===== config.mk =====
export PLATFORM = sky130hd
export DESIGN_NAME = mul_acc
export DESIGN_NICKNAME = d
export VERILOG_FILES = /design/src/rtl/mul_acc.sv
export SDC_FILE = /design/constraint.sdc
export NUM_CORES = 1
export LEC_CHECK = 0
export CELL_PAD_IN_SITES_DETAIL_PLACEMENT = 0
export CELL_PAD_IN_SITES_GLOBAL_PLACEMENT = 1
export CORE_MARGIN = 2
export CORE_UTILIZATION = 45
export DETAILED_ROUTE_END_ITERATION = 7
export PLACE_DENSITY_LB_ADDON = 0.1
export RECOVER_POWER = 100
export SYNTH_ARGS = -nofsm -noshare
export SYNTH_HDL_FRONTEND = slang
export SYNTH_SLANG_ARGS = --single-unit
export TNS_END_PERCENT = 10

===== constraint.sdc =====
create_clock -name clk -period 6.5 [get_ports clk]
set_input_delay 1.3 -clock clk [delete_from_list [all_inputs] [get_ports clk]]
set_output_delay 1.3 -clock clk [all_outputs]
set_load 0.01 [all_outputs]

===== src/rtl/mul_acc.sv =====
`default_nettype none
// ============================================================================
// Module   : mul_acc
// Brief    : Pipelined signed multiply-accumulate stage. A registered
//            product stage feeds a saturating accumulator. The sum of each
//            period, together with a sticky overflow flag, is handed to the
//            consumer through a valid/ready output register.
// Revision : 1.0 - initial release
// ============================================================================
module mul_acc #(
  parameter int WIDTH_IN  = 8,
  parameter int WIDTH_ACC = 24
) (
  input  logic                 clk,
  input  logic                 rst,
  input  logic                 en_i,
  input  logic [WIDTH_IN-1:0]  a_i,
  input  logic [WIDTH_IN-1:0]  b_i,
  input  logic                 last_i,
  output logic                 in_ready_o,
  output logic [WIDTH_ACC-1:0] acc_o,
  output logic                 ovf_o,
  output logic                 acc_valid_o,
  input  logic                 acc_ready_i
);

  // Full-precision product width, and the accumulator width plus one guard
  // bit. The guard bit lets overflow be seen before the clamp.
  localparam int c_PROD_W = 2 * WIDTH_IN;
  localparam int c_SUM_W  = WIDTH_ACC + 1;
  localparam int c_EXT_W  = c_SUM_W - c_PROD_W;

  // Saturation limits of a WIDTH_ACC-bit two's complement value.
  localparam logic [WIDTH_ACC-1:0] c_ACC_MAX = {1'b0, {(WIDTH_ACC-1){1'b1}}};
  localparam logic [WIDTH_ACC-1:0] c_ACC_MIN = {1'b1, {(WIDTH_ACC-1){1'b0}}};

  // An accumulator narrower than the product would silently lose the
  // product's sign and magnitude, so refuse to build it.
  generate
    if (WIDTH_ACC < 2 * WIDTH_IN) begin : g_width_check
      $error("mul_acc: WIDTH_ACC must be at least 2*WIDTH_IN");
    end
  endgenerate

  // --------------------------------------------------------------------------
  // State
  // --------------------------------------------------------------------------
  // Stage 1: product register.
  logic [c_PROD_W-1:0]  r_p;
  logic                 r_p_last;
  logic                 r_p_valid;

  // Stage 2: running accumulator of the current period.
  logic [WIDTH_ACC-1:0] r_acc;
  logic                 r_ovf_acc;

  // Output register towards the consumer.
  logic [WIDTH_ACC-1:0] r_acc_out;
  logic                 r_ovf_out;
  logic                 r_acc_valid;

  // --------------------------------------------------------------------------
  // Combinational datapath and handshake
  // --------------------------------------------------------------------------
  logic signed [c_PROD_W-1:0] w_prod;
  logic [c_SUM_W-1:0]         w_acc_ext;
  logic [c_SUM_W-1:0]         w_p_ext;
  logic [c_SUM_W-1:0]         w_sum;
  logic                       w_clamp;
  logic [WIDTH_ACC-1:0]       w_sat;
  logic                       w_ovf_next;
  logic                       w_stall;
  logic                       w_accept;
  logic                       w_advance;
  logic                       w_load;
  logic                       w_drain;

  // Only a closing product needs the output register. It stalls the whole
  // pipe when the register still holds a result the consumer has not taken.
  // Products in the middle of a period never touch the output, so they
  // always flow.
  assign w_stall   = r_acc_valid && !acc_ready_i && r_p_valid && r_p_last;
  assign w_accept  = en_i && !w_stall;
  assign w_advance = r_p_valid && !w_stall;
  assign w_load    = w_advance && r_p_last;
  assign w_drain   = r_acc_valid && acc_ready_i;

  // Signed multiply at full 2*WIDTH_IN precision; it cannot overflow.
  assign w_prod = $signed(a_i) * $signed(b_i);

  // Both addends are sign-extended to one bit wider than the accumulator.
  // The wider sum is then exact.
  assign w_acc_ext = {r_acc[WIDTH_ACC-1], r_acc};
  assign w_p_ext   = {{c_EXT_W{r_p[c_PROD_W-1]}}, r_p};
  assign w_sum     = w_acc_ext + w_p_ext;

  // The sum leaves the representable range exactly when the guard bit and
  // the accumulator sign bit disagree. The guard bit then gives the true
  // sign, and so tells which limit to clamp to.
  assign w_clamp    = w_sum[c_SUM_W-1] ^ w_sum[WIDTH_ACC-1];
  assign w_sat      = w_clamp ? (w_sum[c_SUM_W-1] ? c_ACC_MIN : c_ACC_MAX)
                              : w_sum[WIDTH_ACC-1:0];
  assign w_ovf_next = r_ovf_acc | w_clamp;

  assign in_ready_o  = !w_stall;
  assign acc_o       = r_acc_out;
  assign ovf_o       = r_ovf_out;
  assign acc_valid_o = r_acc_valid;

  // --------------------------------------------------------------------------
  // Sequential logic
  // --------------------------------------------------------------------------
  // Stage 1: capture the product of each accepted operand pair. Hold while
  // stalled.
  always_ff @(posedge clk) begin
    if (rst) begin
      r_p       <= '0;
      r_p_last  <= 1'b0;
      r_p_valid <= 1'b0;
    end else if (!w_stall) begin
      r_p_valid <= w_accept;
      if (w_accept) begin
        r_p      <= w_prod;
        r_p_last <= last_i;
      end
    end
  end

  // Stage 2: fold the product into the running sum. The closing product
  // restarts the period from zero.
  always_ff @(posedge clk) begin
    if (rst) begin
      r_acc     <= '0;
      r_ovf_acc <= 1'b0;
    end else if (w_advance) begin
      if (r_p_last) begin
        r_acc     <= '0;
        r_ovf_acc <= 1'b0;
      end else begin
        r_acc     <= w_sat;
        r_ovf_acc <= w_ovf_next;
      end
    end
  end

  // Output register. A new result may replace one being drained on the same
  // edge, so back-to-back periods flow without a bubble.
  always_ff @(posedge clk) begin
    if (rst) begin
      r_acc_out   <= '0;
      r_ovf_out   <= 1'b0;
      r_acc_valid <= 1'b0;
    end else if (w_load) begin
      r_acc_out   <= w_sat;
      r_ovf_out   <= w_ovf_next;
      r_acc_valid <= 1'b1;
    end else if (w_drain) begin
      r_acc_valid <= 1'b0;
    end
  end

endmodule
`default_nettype wire


==> results.md, run 1 <==
- The number of warnings printed during yosys synthesis is 0.
- Counting every sink on the clock net gives 69.
- STA classifies the critical path endpoint as a flop.
- The most repeated library cell on the critical path is sky130_fd_sc_hd__inv_1.
- The first-pass GRT wire length is 26.03 mm.
- The number of violations reported at the end of detailed-routing iteration 0 is 316.
- At the pin with the least slew margin, the transition time is 1636 ps.
- Including well taps, the total number of placed cells is 946.
- The iteration count of the initial detailed-routing pass is 5.
- The final cell utilization of the core is 0.5250.
- STA puts the critical path data required time at 6760 ps.
- The per-cell via count in the routed design is 5.444.
- The number of input and output port buffers inserted is 47.
- The post-cts sizing count is 0.
- In this run the static leakage power is 3.216 nW.
- The critical path startpoint category is an input pin.
- The clock slew at the register clock pins of the worst setup and hold paths is 50 ps.
- The post-synthesis sequential area ratio is 0.2203.
- Of the available clock period, the critical path in the final layout requires 0.8803.
- Entering global routing, the biggest net connects 46 pins.
- After the last flow step, the layout net total stands at 907.
- The antenna diode count is 0.
- The horizontal die dimension is 122.0 um.
- The number of placement rows is 43.
- Setup repair after global routing left no endpoint under its margin.
- The highest achievable clock rate is 0.1748 GHz.
- The total length of routed wires is 15.14 mm.
- A synthesized cell averages 8.507 um^2.
- The initial antenna violation count is 0.
- In this run the tightest slew margin relative to its limit is -0.09070.
- The highest fanout seen on the critical path is 8.
- In this run, distinct cell masters in the synthesized netlist total 64.
- For this block, the via count after detailed routing is 5232.
- The maximum root-to-sink buffer count is 2.
- The cell internal power dissipation is 1.309 mW.
- The kind of path behind the tightest hold check is flop to flop.
- The final number of hold-violating endpoints is 0.
- The power density over the cells is 303.2 mW/mm^2.
- In the synthesized netlist the dominant register cell turns out to be sky130_fd_sc_hd__dfxtp_1.
- The final routed DRC violation total is 0.
- Setup violations remaining at the end of the flow were counted as 0.
- The total area inside the core boundary comes to 0.01372 mm^2.
- The finished cells cover 0.007203 mm^2.
- Subtracting the final worst setup slack from the clock period gives 5722 ps.
- The clock root buffer master is sky130_fd_sc_hd__clkbuf_16.
- In this run the power spent charging and discharging nets is 0.8748 mW.
- The share of cells above drive strength 1 is 0.04738.
- Of the total power, the clock network draws 0.234.
- Counting every instance in the synthesized netlist gives 737.
- For this design, the CTS-stage hold fixing added 0 buffers.
- The part of the total power dissipated in sequential elements is 0.232.
- The maximum VDD drop is 0.2244 mV.
- At the later pin of the worst-skew pair, clock insertion delay measures 330 ps.
- The via count of the first global-routing pass is 5309.
- After synthesis the netlist holds a flip-flop and latch count of 69.
- Of the total power, the share spent switching nets is 0.4005.
- Across every metal layer, demand over resource in global routing totals 0.2203.
- The count of buffers added by post-CTS timing repair for setup is 0.
- The placed standard-cell area is 0.006913 mm^2.
- The average wire per cell in the routed design is 15.76 um.
- Detailed placement ended at an HPWL of 12.10 mm.
- The number of filler cells placed in the layout is 1337.
- The congestion estimate from routability-driven global placement came to 0.8219.
- The path type of the worst setup path is input pin to flop.
- The height of the die is 122.0 um.
- The final antenna-violating net count is 0.
- The area of the die is 0.01489 mm^2.
- The post-synth net total is 867.
- The final reports fail on max-capacitance violations, max-slew violations.
- After global routing the overflow that remains totals 0.
- The number of max-slew violations in the final report came to 46.
- The total negative slack is 0 ps.
- The number of maximum-capacitance constraint violations is 1.
- The synthesized design contains 0 enable-type register cells.
- The gate family responsible for the most delay along the worst path is adder cells.
- The TritonCTS clock tree is built.
- The share of synthesized registers carrying an async set or reset is 0.
- The buffering stage count on the worst path with inverters included is 6.
- The share of total power in combinational logic is 0.534.
- Relative to the synthesized area, the layout overhead comes to 14.89%.
- In this run the cell area of the synthesized design comes to 0.006270 mm^2.
- The flow ran to the end, but the final reports show violations.
- The largest incremental delay on the critical path is 670 ps.
- The number of CTS-inserted buffers is 9.
- On the critical path, the stage with the largest delay is an instance of sky130_fd_sc_hd__dlygate4sd3_1.
- The total number of H-tree levels is 3.
- The worst-case clock skew is 9.292 ps.
- After the flow finishes, the layout carries non-filler instances totaling 961.
- The critical path goes through dlygate4sd3_1 -> and2_0 -> fa_1 -> inv_1 -> fa_1 -> inv_1 -> fa_1 -> inv_1 -> fa_1 -> inv_1 -> ha_1 -> inv_1 -> o21ba_1 -> o21ai_0 -> a211oi_1 -> xnor2_1 -> nand2_1 -> a21oi_1.
- The initial standard-cell utilization of the core is 0.4570.
- In this run the count of I/O pins placed on the die edge is 48.
- The arrival time of the worst setup path is 5980 ps.
-- cells by family (layout without fill, tap and decap cells) --
group	after synthesis	in the layout	synth area share
fa+ha+maj	109	109	0.2846
compound gates	203	203	0.2077
buf+inv	112	156	0.06865
simple gates	207	207	0.1658
mux	3	3	0.005388
xor+xnor	34	34	0.04750
flops	69	69	0.2203
-- power by group through the flow --
stage	clock network [mW]	logic [mW]	registers, mW
2_1_floorplan	0	0.926	0.502
3_3_place_gp	0	1.16	0.517
6_report	0.511	1.17	0.508
3_5_place_dp	0	1.17	0.518
4_1_cts	0.520	1.18	0.509
5_1_grt	0.542	1.35	0.514
-- state kept, by name (all words and copies together) (netlist names) --
name / cells
r_acc: 24
r_p_last: 1
ovf_o: 1
r_ovf_acc: 1
r_p: 16
acc_o: 24
acc_valid_o: 1
r_p_valid: 1
-- metrics by stage --
step	hold WS, ps	power (mW)	setup WS (ps)
4_1_cts	456.1	2.208	853.0
2_1_floorplan	429.1	1.429	1427
3_3_place_gp	446.5	1.673	547.0
3_5_place_dp	449.5	1.686	524.7
6_report	458.5	2.184	778.2
5_1_grt	487.5	2.405	503.9
-- cell usage after synthesis, types with 10 or more instances --
cell	number	area, um^2
sky130_fd_sc_hd__o21ai_0	41	205.2
sky130_fd_sc_hd__xnor2_1	27	236.5
sky130_fd_sc_hd__inv_1	87	326.6
sky130_fd_sc_hd__nand3_1	11	55.05
sky130_fd_sc_hd__dfxtp_1	69	1381
sky130_fd_sc_hd__ha_1	53	663.1
sky130_fd_sc_hd__fa_1	56	1121
sky130_fd_sc_hd__clkbuf_1	17	63.81
sky130_fd_sc_hd__a32oi_1	10	87.58
sky130_fd_sc_hd__nand2_1	74	277.8
sky130_fd_sc_hd__a21oi_1	67	335.3
sky130_fd_sc_hd__a31oi_1	17	106.4
sky130_fd_sc_hd__and2_1	43	269.0
sky130_fd_sc_hd__nor2_1	30	112.6
-- layout make-up --
cell class	instances	area, um^2	share of cell area
Inverter	88	330.3	0.04586
Clock buffer	11	232.7	0.03231
Timing Repair Buffer	53	508.0	0.07052
Clock inverter	4	73.82	0.01025
Sequential cell	69	1381	0.1918
Multi-Input combinational cell	556	4452	0.6180
Tap cell	180	225.2	0.03127
-- worst register-to-register path, stage by stage (launching register included) --
cell	delay (ps)
sky130_fd_sc_hd__dfxtp_1	370
sky130_fd_sc_hd__ha_1	220
sky130_fd_sc_hd__inv_1	70
sky130_fd_sc_hd__fa_1	400
sky130_fd_sc_hd__nand2b_1	180
sky130_fd_sc_hd__a21oi_1	200
sky130_fd_sc_hd__o21ai_0	320
sky130_fd_sc_hd__o31ai_1	690
sky130_fd_sc_hd__a21oi_1	300
sky130_fd_sc_hd__mux2i_1	490
sky130_fd_sc_hd__clkbuf_1	680
sky130_fd_sc_hd__nand2b_1	480
sky130_fd_sc_hd__a21oi_1	120
-- final timing paths --
kind / depth (start not counted) / end / slack, ps / start
min reg2reg: 2 / r_p[10] / 460 / r_p[10]
min: 2 / r_p[10] / 460 / r_p[10]
max: 18 / r_p[13] / 780 / b_i[3]
max reg2reg: 12 / r_acc[11] / 1850 / r_p[0]
-- layout by cell type, fill, tap and decap left out, types with 8 or more instances in the layout --
| master | synthesis | layout |
|---|---|---|
| sky130_fd_sc_hd__dfxtp_1 | 69 | 69 |
| sky130_fd_sc_hd__ha_1 | 53 | 53 |
| sky130_fd_sc_hd__o21ai_0 | 41 | 44 |
| sky130_fd_sc_hd__clkbuf_16 | 0 | 9 |
| sky130_fd_sc_hd__a31oi_1 | 17 | 17 |
| sky130_fd_sc_hd__a21o_1 | 8 | 8 |
| sky130_fd_sc_hd__and2_1 | 43 | 40 |
| sky130_fd_sc_hd__dlygate4sd3_1 | 0 | 30 |
| sky130_fd_sc_hd__xnor2_1 | 27 | 27 |
| sky130_fd_sc_hd__inv_1 | 87 | 87 |
| sky130_fd_sc_hd__clkdlybuf4s50_1 | 0 | 17 |
| sky130_fd_sc_hd__fa_1 | 56 | 56 |
| sky130_fd_sc_hd__nand2b_1 | 8 | 8 |
| sky130_fd_sc_hd__a32oi_1 | 10 | 10 |
| sky130_fd_sc_hd__nor2_1 | 30 | 29 |
| sky130_fd_sc_hd__nand2_1 | 74 | 74 |
| sky130_fd_sc_hd__a21oi_1 | 67 | 67 |
| sky130_fd_sc_hd__nand3_1 | 11 | 11 |
-- routing by layer --
layer	vias to the layer above	track usage	routed length, um
li1	2607	-	-
met1	2524	0.3181	7548
met4	0	0.03448	81
met3	7	0.04307	582
met5	-	0	0
met2	94	0.3488	6930
(Power assumes the default switching activity.)
==> inputs of run 2 (changes only) <==
Settings changed: CORE_UTILIZATION 45 to 44.
==> run 2 against run 1 <==
  * Clock power up 3%
  * Sequential cell count did not move
  * Clock skew down 3.7 ps
  * Cell count decreased by 0.10%
  * Core utilization fell by 0.57 points
  * Design area hardly changed
  * Sequential share of layout area is essentially flat
  * Critical path type unchanged
  * The flow still finishes with violations (max-capacitance violations, max-slew violations)
  * Largest cell class unchanged
==> results.md, run 2 (synthesized netlist as in run 1, its figures left out) <==
- The instance count after placement with tap cells included is 946.
- The number of max-slew violations in the final report was 46.
- The maximum number of pins on one net before global-route repair is 46.
- Measured against its own limit, the worst slew margin works out to -0.1213.
- The routed layout has 5270 vias.
- The core area is 0.01388 mm^2.
- Summed over all layers, the global routing overflow is 0.
- In this run, post-CTS repair resized a total of 0 instances.
- The post-detailed-placement half-perimeter wirelength is 12.07 mm.
- For the final routed database, the setup TNS stands at 0 ps.
- The library cell used most frequently in the layout, excluding fill and tap cells, is sky130_fd_sc_hd__inv_1.
- The global placement routability congestion is 0.8561.
- The run finished, with violations left.
- The initial utilization of the core area, before any placement, comes to 0.4517.
- Power comes to 2.202 mW.
- Counting along the longest clock path gives a buffer depth of 2.
- The first-pass GRT wire length is 26.03 mm.
- The standby leakage power is 3.221 nW.
- Timing would allow up to 0.1752 GHz.
- The routed design could run at a clock period as short as 5709 ps.
- The horizontal die dimension is 123.4 um.
- Prior to clock tree synthesis, the placed netlist has a worst setup slack of 482.4 ps.
- The cell area after layout is 0.007209 mm^2.
- The endpoint kind of the worst setup timing path is a flop.
- The die covers 0.01522 mm^2.
- In the routed design, unresolved DRC markers number 0.
- The total global-route track usage is 0.2166.
- The highest fanout seen on the critical path is 8.
- Setup repair after global routing left no endpoint under its margin.
- The antenna diode count is 0.
- The number of maximum-capacitance constraint violations is 1.
- The worst setup path is launched from an input pin.
- The placed standard-cell area is 0.006913 mm^2.
- The average wire per cell in the routed design is 15.96 um.
- The arrival time of the worst setup path is 5970 ps.
- The library cells used most frequently in the layout, excluding fill and tap cells, are sky130_fd_sc_hd__inv_1 (87), sky130_fd_sc_hd__nand2_1 (74), sky130_fd_sc_hd__dfxtp_1 (69).
- The number of CTS-inserted buffers is 9.
- The number of placed I/O pins is 48.
- The height of the die is 123.4 um.
- The initial antenna violation count was 0.
- The area of combinational cells with multiple inputs is 0.004452 mm^2.
- The per-cell via count in the routed design is 5.490.
- The final worst-path cycle share is 0.8783.
- Buffers inserted to repair hold after CTS numbered 0.
- The count of buffers added by post-CTS timing repair for setup is 0.
- Fill cells in the final layout number 1345.
- The count of endpoints failing setup in the final report is 0.
- STA puts the critical path data required time at 6760 ps.
- The net total in the final layout is 907.
- The actual transition at the worst max-transition pin is 1682 ps.
- The count of nets left with antenna violations once routing finished came out at 0.
- The source-to-sink clock delay at the later pin of the worst-skew pair is 340 ps.
- The share of cells above drive strength 1 is 0.04872.
- The via count of the first global-routing pass is 5260.
- The clock sink total is 69.
- The power density over the cells is 305.4 mW/mm^2.
- Across the routed clock network, the largest skew measured is 5.623 ps.
- Across all setup checks in the final design, the least slack found is 791.4 ps.
- TritonCTS built the clock tree.
- Summing all flip-flop and latch instances after layout gives 0.001381 mm^2.
- For this run, the share of the core covered by cells in the final layout is 0.5194.
- The total length of routed wires is 15.33 mm.
- The clock slew at the register clock pins of the worst setup and hold paths is 50 ps.
- From synthesis to final layout, the design area changed by 14.99%.
- The number of input and output port buffers inserted is 47.
- The floorplan has 43 rows.
- The post-route worst hold slack is 462.4 ps.
- The number of violations reported at the end of detailed-routing iteration 0 is 297.
- The final reports fail on max-capacitance violations, max-slew violations.
- The count of cells in the finished layout, fillers not included, comes to 960.
- The final number of hold-violating endpoints is 0.
- By startpoint and endpoint, the worst setup path is classified as input pin to flop.
- The clock root buffer master is sky130_fd_sc_hd__clkbuf_16.
- The kind of path behind the tightest hold check is flop to flop.
- The total number of H-tree levels is 3.
- The iteration count of the initial detailed-routing pass is 5.
- The worst-case IR drop observed on VDD is 0.2353 mV.
-- run 2: worst paths after layout --
kind / from / endpoint / slack [ps] / depth (start not counted)
setup / recovery: b_i[0] / r_p[13] / 790 / 18
hold / removal: r_acc[23] / r_acc[23] / 460 / 2
setup reg to reg: r_p[0] / r_acc[10] / 1850 / 12
hold reg to reg: r_acc[23] / r_acc[23] / 460 / 2
-- run 2: critical path: stages --
cell                            delay (ps)
sky130_fd_sc_hd__dlygate4sd3_1         660
sky130_fd_sc_hd__and2_0                240
sky130_fd_sc_hd__fa_1                  510
sky130_fd_sc_hd__inv_1                  50
sky130_fd_sc_hd__fa_1                  500
sky130_fd_sc_hd__inv_1                  50
sky130_fd_sc_hd__fa_1                  470
sky130_fd_sc_hd__inv_1                  50
sky130_fd_sc_hd__fa_1                  520
sky130_fd_sc_hd__inv_1                  40
sky130_fd_sc_hd__ha_1                  310
sky130_fd_sc_hd__inv_1                  50
sky130_fd_sc_hd__o21ba_1               190
sky130_fd_sc_hd__o21ai_0               390
sky130_fd_sc_hd__a211oi_1              180
sky130_fd_sc_hd__xnor2_1               220
sky130_fd_sc_hd__nand2_1               100
sky130_fd_sc_hd__a21oi_1               140
-- run 2: layout make-up --
| cell class | instances | share of cell area |
|---|---|---|
| inverters | 88 | 0.04582 |
| clock inverters | 4 | 0.01024 |
| well taps | 180 | 0.03124 |
| multi-input cells | 556 | 0.6175 |
| clock buffers | 10 | 0.03315 |
| flip-flops and latches | 69 | 0.1916 |
| repair buffers | 53 | 0.07046 |
-- run 2: routing by layer --
layer / vias up / share of wire / GRT usage
met4: 0 / 0.0087 / 0.03906
met2: 77 / 0.43 / 0.3338
met3: 15 / 0.032 / 0.03506
li1: 2612 / - / -
met1: 2566 / 0.53 / 0.3225
met5: - / 0 / 0
-- run 2: power by group --
part           total (mW)  leakage [nW]  switching, mW  internal (mW)
registers           0.508         0.562         0.0394          0.469
logic                1.17          2.50          0.664          0.505
clock network       0.525         0.154          0.183          0.342
total                2.20          3.22          0.886           1.32
==> inputs of run 3 (changes only) <==
Clock period 6.5 ns to 5.59 ns, I/O delays scaled along.
==> run 3 against run 2 <==
  * The flow still finishes with violations (max-capacitance violations, max-slew violations)
  * Critical endpoint is now r_p[12]
  * Worst setup slack got worse by 510 ps
  * Critical path depth fell by 1
  * Global-route usage is 0.43 points higher
  * Power up 20%
  * Hold slack about the same
  * Design area grew 3.0%
  * Sequential power up 16%
==> results.md, run 3 (synthesized netlist as in run 1, its figures left out) <==
- The post-cts sizing count is 0.
- Before antenna repair, the detailed router went through 4 iterations.
- The area of combinational cells with multiple inputs is 0.004452 mm^2.
- The die covers 0.01522 mm^2.
- The path type of the worst setup path is input pin to flop.
- The sequential cells in the finished layout cover a total of 0.001381 mm^2.
- The height of the die is 123.4 um.
- IR analysis of the VDD net gives a maximum drop of 0.3083 mV.
- The internal power of the cells totals 1.582 mW.
- The TritonCTS clock tree is built.
- The number of placed I/O pins is 48.
- The first global-routing pass estimated 26.39 mm of wire.
- The initial standard-cell utilization of the core is 0.4517.
- The power density over the cells is 355.1 mW/mm^2.
- Summed over all layers, the global routing overflow is 0.
- The clock slew at the register clock pins of the worst setup and hold paths is 60 ps.
- Setup repair after global routing left no endpoint under its margin.
- The critical path startpoint category is an input pin.
- Of the total power, combinational logic draws 0.557.
- During placement, the flow inserted port buffers numbering 47.
- The final routed DRC violation total is 0.
- In the final layout, the share of cells above drive strength 1 is 0.08487.
- The critical path goes through clkdlybuf4s50_1 -> inv_1 -> nor2_1 -> fa_1 -> fa_1 -> fa_1 -> inv_1 -> fa_1 -> inv_1 -> ha_1 -> inv_1 -> o21bai_1 -> a21oi_1 -> o21bai_1 -> a21oi_1 -> or4_1 -> nand3_1.
- The number of clock buffers added by TritonCTS is 9.
- Data arrives at the worst endpoint at 5580 ps.
- The total number of H-tree levels is 3.
- The endpoint kind of the worst setup timing path is a flop.
- The global placement routability congestion is 0.8506.
- The checks that failed: max-capacitance violations, max-slew violations.
- The clock sink total is 69.
- The maximum number of pins on one net before global-route repair is 46.
- The highest fanout seen on the critical path is 6.
- After detailed routing, the number of vias per cell comes to 5.427.
- The kind of path behind the tightest hold check is flop to flop.
- The switching power summed over all nets is 1.054 mW.
- The core area is 0.01388 mm^2.
- In this run the tightest slew margin relative to its limit is -0.1285.
- The clock network fraction of design power is 0.219.
- Of the available clock period, the critical path in the final layout requires 0.9495.
- Timing would allow up to 0.1884 GHz.
- The standby leakage power is 3.349 nW.
- The setup slack after placement is -82.29 ps.
- The antenna diode count is 0.
- The largest incremental delay on the critical path is 600 ps.
- The count of buffers added by post-CTS timing repair for setup is 0.
- Setup slack closes at 282.5 ps.
- The source of the worst hold timing path is r_acc[23].
- No sink is reached through more buffers than the 2 on the longest clock path.
- The number of maximum-capacitance constraint violations is 1.
- The flow ran to the end, but the final reports show violations.
- Setup violations remaining at the end of the flow were counted as 0.
- The average wire per cell in the routed design is 15.65 um.
- The worst-path cell with the longest stage delay is sky130_fd_sc_hd__clkdlybuf4s50_1.
- The via count of the first global-routing pass was 5362.
- Of the total power, registers draw 0.224.
- The initial antenna violation count is 0.
- For this block, the initial DRC count from the detailed router was 355.
- The routed layout has 5389 vias.
- The area added between synthesis and finish is 18.40%.
- The post-detailed-placement half-perimeter wirelength is 12.56 mm.
- The total length of routed wires is 15.54 mm.
- The total negative slack is 0 ps.
- STA puts the critical path data required time at 5860 ps.
- The smallest clock period supported by the final layout is computed as 5307 ps.
- For the worst-skew pair, the clock arrives at the later sink with an insertion delay of 340 ps.
- For the pin with the worst max-slew slack, the measured transition is 1693 ps.
- The number of hold buffers added after CTS was 0.
- The net total in the final layout is 938.
- Leaving out fill and tap cells, the most frequent cells in the layout are sky130_fd_sc_hd__inv_1 (87), sky130_fd_sc_hd__nand2_1 (74), sky130_fd_sc_hd__dfxtp_1 (69).
- The floorplan has 43 rows.
- The total global-route track usage is 0.2210.
- After filler insertion, the fill cell instance count of the layout stands at 1338.
- The final number of hold-violating endpoints is 0.
- In this run the horizontal extent of the chip is 123.4 um.
- The commonest non-fill, non-tap cell in the layout is sky130_fd_sc_hd__inv_1.
- The switching power share of the total is 0.3997.
- The launching element of the worst setup path is b_i[7].
- The final antenna-violating net count is 0.
- The source of the worst register-to-register timing path is r_p[0].
- The clock root buffer master is sky130_fd_sc_hd__clkbuf_16.
- The number of max-slew violations in the final report is 46.
- The worst-case clock skew is 4.828 ps.
[run 3: cell count changes in the layout (fill, tap and decap cells not counted), sizes merged]
cell	before	now
buf	4	32
clkdlybuf4s50	18	17
clkbuf	12	16
clkinvlp	0	2
bufinv	2	1
dlygate4sd3	29	30
clkinv	3	2
inv	87	88
[run 3: per-layer routing]
metal | GRT usage | wire length [um] | vias to the layer above
met5 | 0 | 0 | -
met4 | 0.03977 | 141 | 0
met3 | 0.03690 | 605 | 14
met2 | 0.3448 | 6786 | 107
met1 | 0.3248 | 8004 | 2592
li1 | - | - | 2676
[run 3: per-stage QoR]
| stage | hold WS [ps] | area, um^2 | total power, mW | utilization | instances |
|---|---|---|---|---|---|
| 6_report | 462.4 | 7423 | 2.636 | 0.5348 | 993 |
| 5_1_grt | 481.4 | 7423 | 2.894 | 0.5348 | 993 |
| 4_1_cts | 463.7 | 7447 | 2.661 | 0.5365 | 993 |
| 3_5_place_dp | 455.3 | 7146 | 2.075 | 0.5148 | 977 |
| 3_3_place_gp | 448.5 | 7146 | 2.055 | 0.5148 | 977 |
| 2_1_floorplan | 429.1 | 6270 | 1.661 | - | 737 |
[run 3: cell type report]
| type | count | area share |
|---|---|---|
| multi-input combinational | 556 | 0.5997 |
| sequential | 69 | 0.1861 |
| timing repair buffer | 84 | 0.09877 |
| inverter | 88 | 0.04450 |
| clock buffer | 11 | 0.03270 |
| tap | 180 | 0.03034 |
| clock inverter | 5 | 0.007922 |
[run 3: worst max-delay path: cells and delay by family]
kind,cells,cell delay (ps)
compound gates,4,540
simple gates,3,680
fa+ha+maj,5,2310
buf+inv,5,930
[run 3: worst paths after layout]
check             cells after the start  slack, ps         to
hold / removal                        2        460  r_acc[23]
hold reg to reg                       2        460  r_acc[23]
setup / recovery                     17        280    r_p[12]
setup reg to reg                     12        990   acc_o[1]
[run 3: power by group through the flow]
stage	Combinational (mW)	Sequential (mW)	Clock [mW]
after floorplan	1.08	0.584	0
after global placement	1.45	0.602	0
after detailed placement	1.47	0.602	0
after CTS	1.48	0.592	0.587
after global routing	1.69	0.597	0.607
final	1.47	0.591	0.577
